$ cat config.mk
export PLATFORM = sky130hd
export DESIGN_NAME = pll_lock_monitor
export DESIGN_NICKNAME = d
export VERILOG_FILES = /design/src/rtl/pll_lock_pkg.sv /design/src/rtl/pll_lock_sync.sv /design/src/rtl/pll_lock_monitor.sv
export SDC_FILE = /design/constraint.sdc
export NUM_CORES = 1
export LEC_CHECK = 0
export BUFFER_PORTS_ARGS = -buffer_cell sky130_fd_sc_hd__buf_2
export CAP_MARGIN = 10
export CORE_ASPECT_RATIO = 1.75
export CORE_MARGIN = 10
export CORE_UTILIZATION = 50
export CTS_BUF_LIST = sky130_fd_sc_hd__clkbuf_16
export DETAILED_ROUTE_END_ITERATION = 12
export PLACE_DENSITY = 0.66
export SLEW_MARGIN = 0
export SYNTH_ARGS = -nofsm -noshare
export SYNTH_HDL_FRONTEND = slang
export SYNTH_SLANG_ARGS = --single-unit
export TNS_END_PERCENT = 20
$ cat constraint.sdc
create_clock -name I_clk -period 4.6 [get_ports I_clk]
set_clock_uncertainty 0.05 [all_clocks]
set_input_delay 0.69 -clock I_clk [delete_from_list [all_inputs] [get_ports I_clk]]
set_output_delay 0.69 -clock I_clk [all_outputs]
set_load 0.1 [all_outputs]
$ cat src/rtl/pll_lock_pkg.sv
// ============================================================================
// Module   : pll_lock_pkg
// Purpose  : State encoding, parameter defaults and counter sizing shared by
//            the PLL lock monitor and its synchroniser.
// Revision : 1.0 - initial release
// ============================================================================
`default_nettype none

package pll_lock_pkg;

  typedef enum logic [2:0] {
    RST_PLL   = 3'd0,
    WAIT_LOCK = 3'd1,
    QUALIFY   = 3'd2,
    LOCKED    = 3'd3,
    FAIL      = 3'd4
  } pll_state_t;

  localparam int c_SYNC_STAGES_DFLT    = 2;
  localparam int c_PLL_RST_CYCLES_DFLT = 16;
  localparam int c_LOCK_TIMEOUT_DFLT   = 65536;
  localparam int c_QUALIFY_CYCLES_DFLT = 1024;
  localparam int c_MAX_RETRY_DFLT      = 7;
`ifdef PLL_LOCK_GLITCH_FILTER_EN
  localparam int c_LOSS_FILTER_DFLT    = 4;
`endif

  // Width needed to hold 0 .. n-1, never narrower than one bit.
  function automatic int cnt_width(input int n);
    return (n > 1) ? $clog2(n) : 1;
  endfunction

endpackage

`default_nettype wire

$ cat src/rtl/pll_lock_sync.sv
// ============================================================================
// Module   : pll_lock_sync
// Purpose  : STAGES-deep reset-to-zero synchroniser for the raw PLL lock flag.
// Revision : 1.0 - initial release
// ============================================================================
`default_nettype none

module pll_lock_sync
  import pll_lock_pkg::*;
#(
  parameter int STAGES = c_SYNC_STAGES_DFLT
) (
  input  logic I_clk,
  input  logic I_rst,
  input  logic I_d,
  output logic O_q
);

  if (STAGES < 2) begin : g_chk_stages
    $error("pll_lock_sync: STAGES must be at least 2");
  end

  (* ASYNC_REG = "TRUE" *) logic [STAGES-1:0] r_sync;

  always_ff @(posedge I_clk) begin
    if (I_rst) begin
      r_sync <= '0;
    end else begin
      r_sync <= {r_sync[STAGES-2:0], I_d};
    end
  end

  assign O_q = r_sync[STAGES-1];

endmodule

`default_nettype wire

$ cat src/rtl/pll_lock_monitor.sv
// ============================================================================
// Module   : pll_lock_monitor
// Purpose  : Qualifies PLL lock, pulses PLL reset on timeout/loss, flags
//            terminal failure. Define PLL_LOCK_GLITCH_FILTER_EN for loss filter.
// Revision : 1.0 - initial release
// ============================================================================
`default_nettype none

module pll_lock_monitor
  import pll_lock_pkg::*;
#(
  parameter int SYNC_STAGES        = c_SYNC_STAGES_DFLT,
  parameter int PLL_RST_CYCLES     = c_PLL_RST_CYCLES_DFLT,
  parameter int LOCK_TIMEOUT       = c_LOCK_TIMEOUT_DFLT,
  parameter int QUALIFY_CYCLES     = c_QUALIFY_CYCLES_DFLT,
`ifdef PLL_LOCK_GLITCH_FILTER_EN
  parameter int LOSS_FILTER_CYCLES = c_LOSS_FILTER_DFLT,
`endif
  parameter int MAX_RETRY          = c_MAX_RETRY_DFLT
) (
  input  logic       I_clk,
  input  logic       I_rst,
  input  logic       I_pll_locked,
  output logic       O_locked,
  output logic       O_pll_reset,
  output logic       O_lock_lost,
  output logic [3:0] O_retry_cnt,
  output logic [7:0] O_loss_cnt,
  output logic       O_fail
);

  localparam int c_RST_W  = cnt_width(PLL_RST_CYCLES);
  localparam int c_TMO_W  = cnt_width(LOCK_TIMEOUT);
  localparam int c_QUAL_W = cnt_width(QUALIFY_CYCLES);

  localparam logic [c_RST_W-1:0]  c_RST_LAST  = c_RST_W'(PLL_RST_CYCLES - 1);
  localparam logic [c_TMO_W-1:0]  c_TMO_LAST  = c_TMO_W'(LOCK_TIMEOUT - 1);
  localparam logic [c_QUAL_W-1:0] c_QUAL_LAST = c_QUAL_W'(QUALIFY_CYCLES - 1);
  localparam logic [3:0]          c_MAX_RETRY = 4'(MAX_RETRY);

  if (PLL_RST_CYCLES < 1 || QUALIFY_CYCLES < 1) begin : g_chk_cycles
    $error("pll_lock_monitor: PLL_RST_CYCLES and QUALIFY_CYCLES must be >= 1");
  end
  if (LOCK_TIMEOUT <= QUALIFY_CYCLES) begin : g_chk_timeout
    $error("pll_lock_monitor: LOCK_TIMEOUT must exceed QUALIFY_CYCLES");
  end
  if (MAX_RETRY < 0 || MAX_RETRY > 15) begin : g_chk_retry
    $error("pll_lock_monitor: MAX_RETRY must be within 0..15");
  end

  pll_state_t          r_state;
  pll_state_t          w_next;
  logic                w_s;
  logic                w_timeout;
  logic                w_loss;
  logic                w_loss_det;
  logic [c_RST_W-1:0]  r_rst_cnt;
  logic [c_TMO_W-1:0]  r_timer;
  logic [c_QUAL_W-1:0] r_qual_cnt;
  logic [3:0]          r_retry;
  logic [7:0]          r_loss_cnt;
  logic                r_lock_lost;

  pll_lock_sync #(
    .STAGES (SYNC_STAGES)
  ) u_sync (
    .I_clk (I_clk),
    .I_rst (I_rst),
    .I_d   (I_pll_locked),
    .O_q   (w_s)
  );

`ifdef PLL_LOCK_GLITCH_FILTER_EN
  localparam int                  c_FILT_W    = cnt_width(LOSS_FILTER_CYCLES);
  localparam logic [c_FILT_W-1:0] c_FILT_LAST = c_FILT_W'(LOSS_FILTER_CYCLES - 1);

  if (LOSS_FILTER_CYCLES < 1) begin : g_chk_filter
    $error("pll_lock_monitor: LOSS_FILTER_CYCLES must be >= 1");
  end

  logic [c_FILT_W-1:0] r_filt_cnt;

  // Run length of consecutive low samples while locked.
  always_ff @(posedge I_clk) begin
    if (I_rst || r_state != LOCKED || w_s) begin
      r_filt_cnt <= '0;
    end else begin
      r_filt_cnt <= r_filt_cnt + 1'b1;
    end
  end

  assign w_loss_det = !w_s && (r_filt_cnt == c_FILT_LAST);
`else
  assign w_loss_det = !w_s;
`endif

  always_ff @(posedge I_clk) begin
    if (I_rst) begin
      r_state <= RST_PLL;
    end else begin
      r_state <= w_next;
    end
  end

  always_comb begin
    w_next      = r_state;
    w_timeout   = 1'b0;
    w_loss      = 1'b0;
    O_locked    = 1'b0;
    O_pll_reset = 1'b0;
    O_fail      = 1'b0;
    case (r_state)
      RST_PLL: begin
        O_pll_reset = 1'b1;
        if (r_rst_cnt == c_RST_LAST) begin
          w_next = WAIT_LOCK;
        end
      end
      WAIT_LOCK, QUALIFY: begin
        // Timeout outranks any lock-flag movement.
        if (r_timer == c_TMO_LAST) begin
          w_timeout = 1'b1;
          w_next    = (r_retry == c_MAX_RETRY) ? FAIL : RST_PLL;
        end else if (r_state == WAIT_LOCK) begin
          if (w_s) begin
            w_next = QUALIFY;
          end
        end else if (!w_s) begin
          w_next = WAIT_LOCK;
        end else if (r_qual_cnt == c_QUAL_LAST) begin
          w_next = LOCKED;
        end
      end
      LOCKED: begin
        O_locked = 1'b1;
        if (w_loss_det) begin
          w_loss = 1'b1;
          w_next = RST_PLL;
        end
      end
      FAIL: begin
        O_fail      = 1'b1;
        O_pll_reset = 1'b1;
      end
      default: w_next = RST_PLL;
    endcase
  end

  always_ff @(posedge I_clk) begin
    if (I_rst) begin
      r_rst_cnt   <= '0;
      r_timer     <= '0;
      r_qual_cnt  <= '0;
      r_retry     <= '0;
      r_loss_cnt  <= '0;
      r_lock_lost <= 1'b0;
    end else begin
      r_rst_cnt  <= (r_state == RST_PLL && w_next == RST_PLL) ? r_rst_cnt + 1'b1 : '0;
      r_timer    <= (r_state == WAIT_LOCK || r_state == QUALIFY) ? r_timer + 1'b1 : '0;
      r_qual_cnt <= (r_state == QUALIFY && w_s) ? r_qual_cnt + 1'b1 : '0;
      if (w_timeout && r_retry != c_MAX_RETRY) begin
        r_retry <= r_retry + 1'b1;
      end else if (r_state == QUALIFY && w_next == LOCKED) begin
        r_retry <= '0;
      end
      if (w_loss && r_loss_cnt != 8'hFF) begin
        r_loss_cnt <= r_loss_cnt + 1'b1;
      end
      r_lock_lost <= w_loss;
    end
  end

  assign O_lock_lost = r_lock_lost;
  assign O_retry_cnt = r_retry;
  assign O_loss_cnt  = r_loss_cnt;

endmodule

`default_nettype wire
==> flow_metrics.py <==
metrics = {
    "placed_design": {
        "pre_cts_slack_ps": 2490,
        "post-dp-hpwl_um": 2830,
        "dpl_cell_area_um2": 2190,
        "gp_congestion": 0.809,
        "io_buffers": 18,
    },
    "worst_setup_path": {
        "critPathRequiredTime_ps": 3860,
        "worst-path-max-fanout": 7,
        "reg2regPathDepth": 6,
        "critPathCapture": "O_fail",
        "cp-startpoint": "r_state[0]$_SDFF_PP0_",
        "crit_path_end_kind": "primary output",
        "start_kind": "flop",
        "timing.rr.end": "O_retry_cnt[1]$_SDFFE_PP0P_",
        "reg2reg_slack_ps": 2570,
        "crit_type": "reg -> out",
        "crit_arrival_ps": 1500,
        "r2r_start": "r_timer[0]$_SDFF_PP0_",
    },
    "clocking": {
        "cts_sinks": 48,
        "cts_resized": 0,
        "postCtsSetupRepairBufs": 0,
        "clkTransAtPathRegs_ps": 60,
        "clock_latency_ps": 280,
        "numCtsBuffers": 5,
        "cts_tree": "built",
        "hold_buffers": 0,
        "htree_levels": 2,
        "clockBufferDepth": 2,
        "root_buffer": "clkbuf_16",
    },
    "yosys": {
        "synth.most_common_cell": "dfxtp_1",
        "synth_cell_types": 37,
        "ys_top_cells_by_count": "dfxtp_1 (48), nor2_1 (42), nand2_1 (16), xor2_1 (14)",
        "synth.net_count": 244,
        "synth_edf_count": 0,
        "synth_cells": 236,
        "yosys_warnings": 0,
        "ys_seq_area_share_pct": 46.3,
        "yosys.area.top_type": "dfxtp_1",
        "netlist_area_um2": 2070,
        "synth.avg_cell_area_um2": 8.78,
        "ys_ff_latch": 48,
        "synthFlopType": "dfxtp_1",
        "async_reset_ff_share_pct": 0,
        "synth_top_area_share_pct": 46.3,
        "netlist_top_cells_area": "dfxtp_1 (46%), nor2_1 (7.6%), xor2_1 (5.9%)",
    },
    "layout": {
        "fin_area_um2": 2360,
        "n_fill_cell": 371,
        "final_net_count": 262,
        "register_area_um2": 961,
        "multiInputGateArea_um2": 1050,
        "postLayoutCoreUtil_pct": 59.9,
        "area_growth_pct": 13.9,
        "antenna-diode-count": 0,
        "drive_gt1_share_pct": 12.2,
    },
    "pwr": {
        "peakVddDrop_uv": 281,
        "leakage_uw": 0.000853,
        "total_power_uw": 833,
        "power.density_nw_per_um2": 353,
    },
    "die": {
        "fp.dieArea_um2": 7220,
        "die_height_um": 105,
        "core_um2": 3940,
        "io_pins": 19,
        "die_w_um": 68.7,
        "row_count": 30,
        "initial_core_util_pct": 52.6,
    },
    "routing": {
        "routed_wl_um": 3840,
        "drt_iter0_drc": 37,
        "vias": 1609,
        "dr.pass1.iters": 4,
        "post-route-drc-count": 0,
        "antenna_left": 0,
        "wire_per_inst_um": 12.7,
        "viasPerCell": 5.31,
    },
    "timing": {
        "slew_headroom_pct": 63.7,
        "fin_setup_tns_ps": 0,
        "rsz0062_at_grt": "false",
        "max_freq_mhz": 446,
        "fin_crit_sh_pct": 48.7,
        "setup_viol": 0,
        "hold_viol": 0,
        "finalWorstSetupSlack_ps": 2360,
        "tightest_slew_ps": 539,
        "finalCriticalPeriod_ps": 2240,
        "slew_viol_final": 0,
    },
    "global_route": {
        "grt_pass1_wl_um": 6820,
        "grt_pass1_vias": 1589,
        "antenna_found_initial": 0,
        "grt_max_degree": 19,
        "overflow": 0,
        "grt_use_total_pct": 11.6,
    },
    "status": {
        "status": "finished clean",
    },
    "run": {
        "cap_violations": 0,
    },
    "min_path": {
        "worstHoldPathType": "reg -> reg",
    },
}
registers in the layout, indices dropped and copies added (netlist names):
| name | count |
|---|---|
| r_qual_cnt | 10 |
| O_retry_cnt | 4 |
| r_state | 3 |
| r_timer | 16 |
| u_sync.r_sync | 2 |
| r_rst_cnt | 4 |
| O_loss_cnt | 8 |
| O_lock_lost | 1 |
cells by family (layout without fill, tap and decap cells):
group / after synthesis / in the layout / synth area share [%]
DFF: 48 / 48 / 46.3
buffers and inverters: 16 / 35 / 3.02
adders and majority gates: 5 / 5 / 3.02
muxes: 2 / 2 / 0.966
AOI/OAI and AO/OA: 25 / 25 / 7.12
and+or+nand+nor: 113 / 113 / 28.1
xor gates and xnor gates: 27 / 27 / 11.4
worst max-delay path: stages, from the launching register on:
cell	delay (ps)
dfxtp_1	370
nor2_1	220
and2_1	190
buf_2	440
final cells by class:
cell class                 count  share of cell area, %
multi-input combinational    172                   44.4
sequential                    48                   40.7
clock buffer                   5                   5.30
timing repair buffer          18                   3.81
tap                           48                   2.54
clock inverter                 3                   1.80
inverter                       9                   1.43
report_power, final:
part | internal [uW] | switching, uW
Clock | 255 | 147
Sequential | 419 | 1.94
Combinational | 4.24 | 5.89
Total | 678 | 155
metal layers:
layer | track usage, % | routed length [um] | vias up
met5 | 0 | 0 | -
met4 | 5.06 | 34 | 0
met3 | 2.99 | 134 | 2
met2 | 20.3 | 2130 | 25
met1 | 12.2 | 1540 | 738
li1 | - | - | 844
stage by stage:
stage	instances	hold slack (ps)
finish	303	393
global route	303	418
CTS	303	395
detailed placement	295	379
global placement	295	377
floorplan	236	364
worst min path at each step:
stage / start / end / cells after the start
after CTS: u_sync.r_sync[0]$_SDFF_PP0_ / u_sync.r_sync[1]$_SDFF_PP0_ / 1
final: u_sync.r_sync[0]$_SDFF_PP0_ / u_sync.r_sync[1]$_SDFF_PP0_ / 1
after detailed placement: u_sync.r_sync[0]$_SDFF_PP0_ / u_sync.r_sync[1]$_SDFF_PP0_ / 1
after floorplan: u_sync.r_sync[0]$_SDFF_PP0_ / u_sync.r_sync[1]$_SDFF_PP0_ / 1
after global routing: u_sync.r_sync[0]$_SDFF_PP0_ / u_sync.r_sync[1]$_SDFF_PP0_ / 1
after global placement: u_sync.r_sync[0]$_SDFF_PP0_ / u_sync.r_sync[1]$_SDFF_PP0_ / 1
cells in the final DEF, fill, tap and decap left out:
cell        instances
dfxtp_1            48
nor2_1             42
buf_2              18
nand2_1            16
xor2_1             14
nand3_1            13
xnor2_1            13
inv_1               9
o21ai_0             8
or3_1               8
a21oi_1             7
nand4_1             6
nor3_1              5
ha_1                5
clkbuf_16           5
nor2b_1             4
and4_1              4
and2_1              3
nand2b_1            3
o21ai_1             2
mux2i_1             2
nor4_1              2
o22ai_1             2
and4bb_2            1
o211ai_1            1
nand4_2             1
or4_4               1
a211oi_1            1
and4b_1             1
a2bb2oi_1           1
nor4bb_1            1
o311ai_1            1
a21o_1              1
nor4b_2             1
a211o_2             1
and3_1              1
clkinvlp_4          1
bufinv_16           1
clkinv_2            1
No activity file was read; power rests on OpenSTA's default activity.
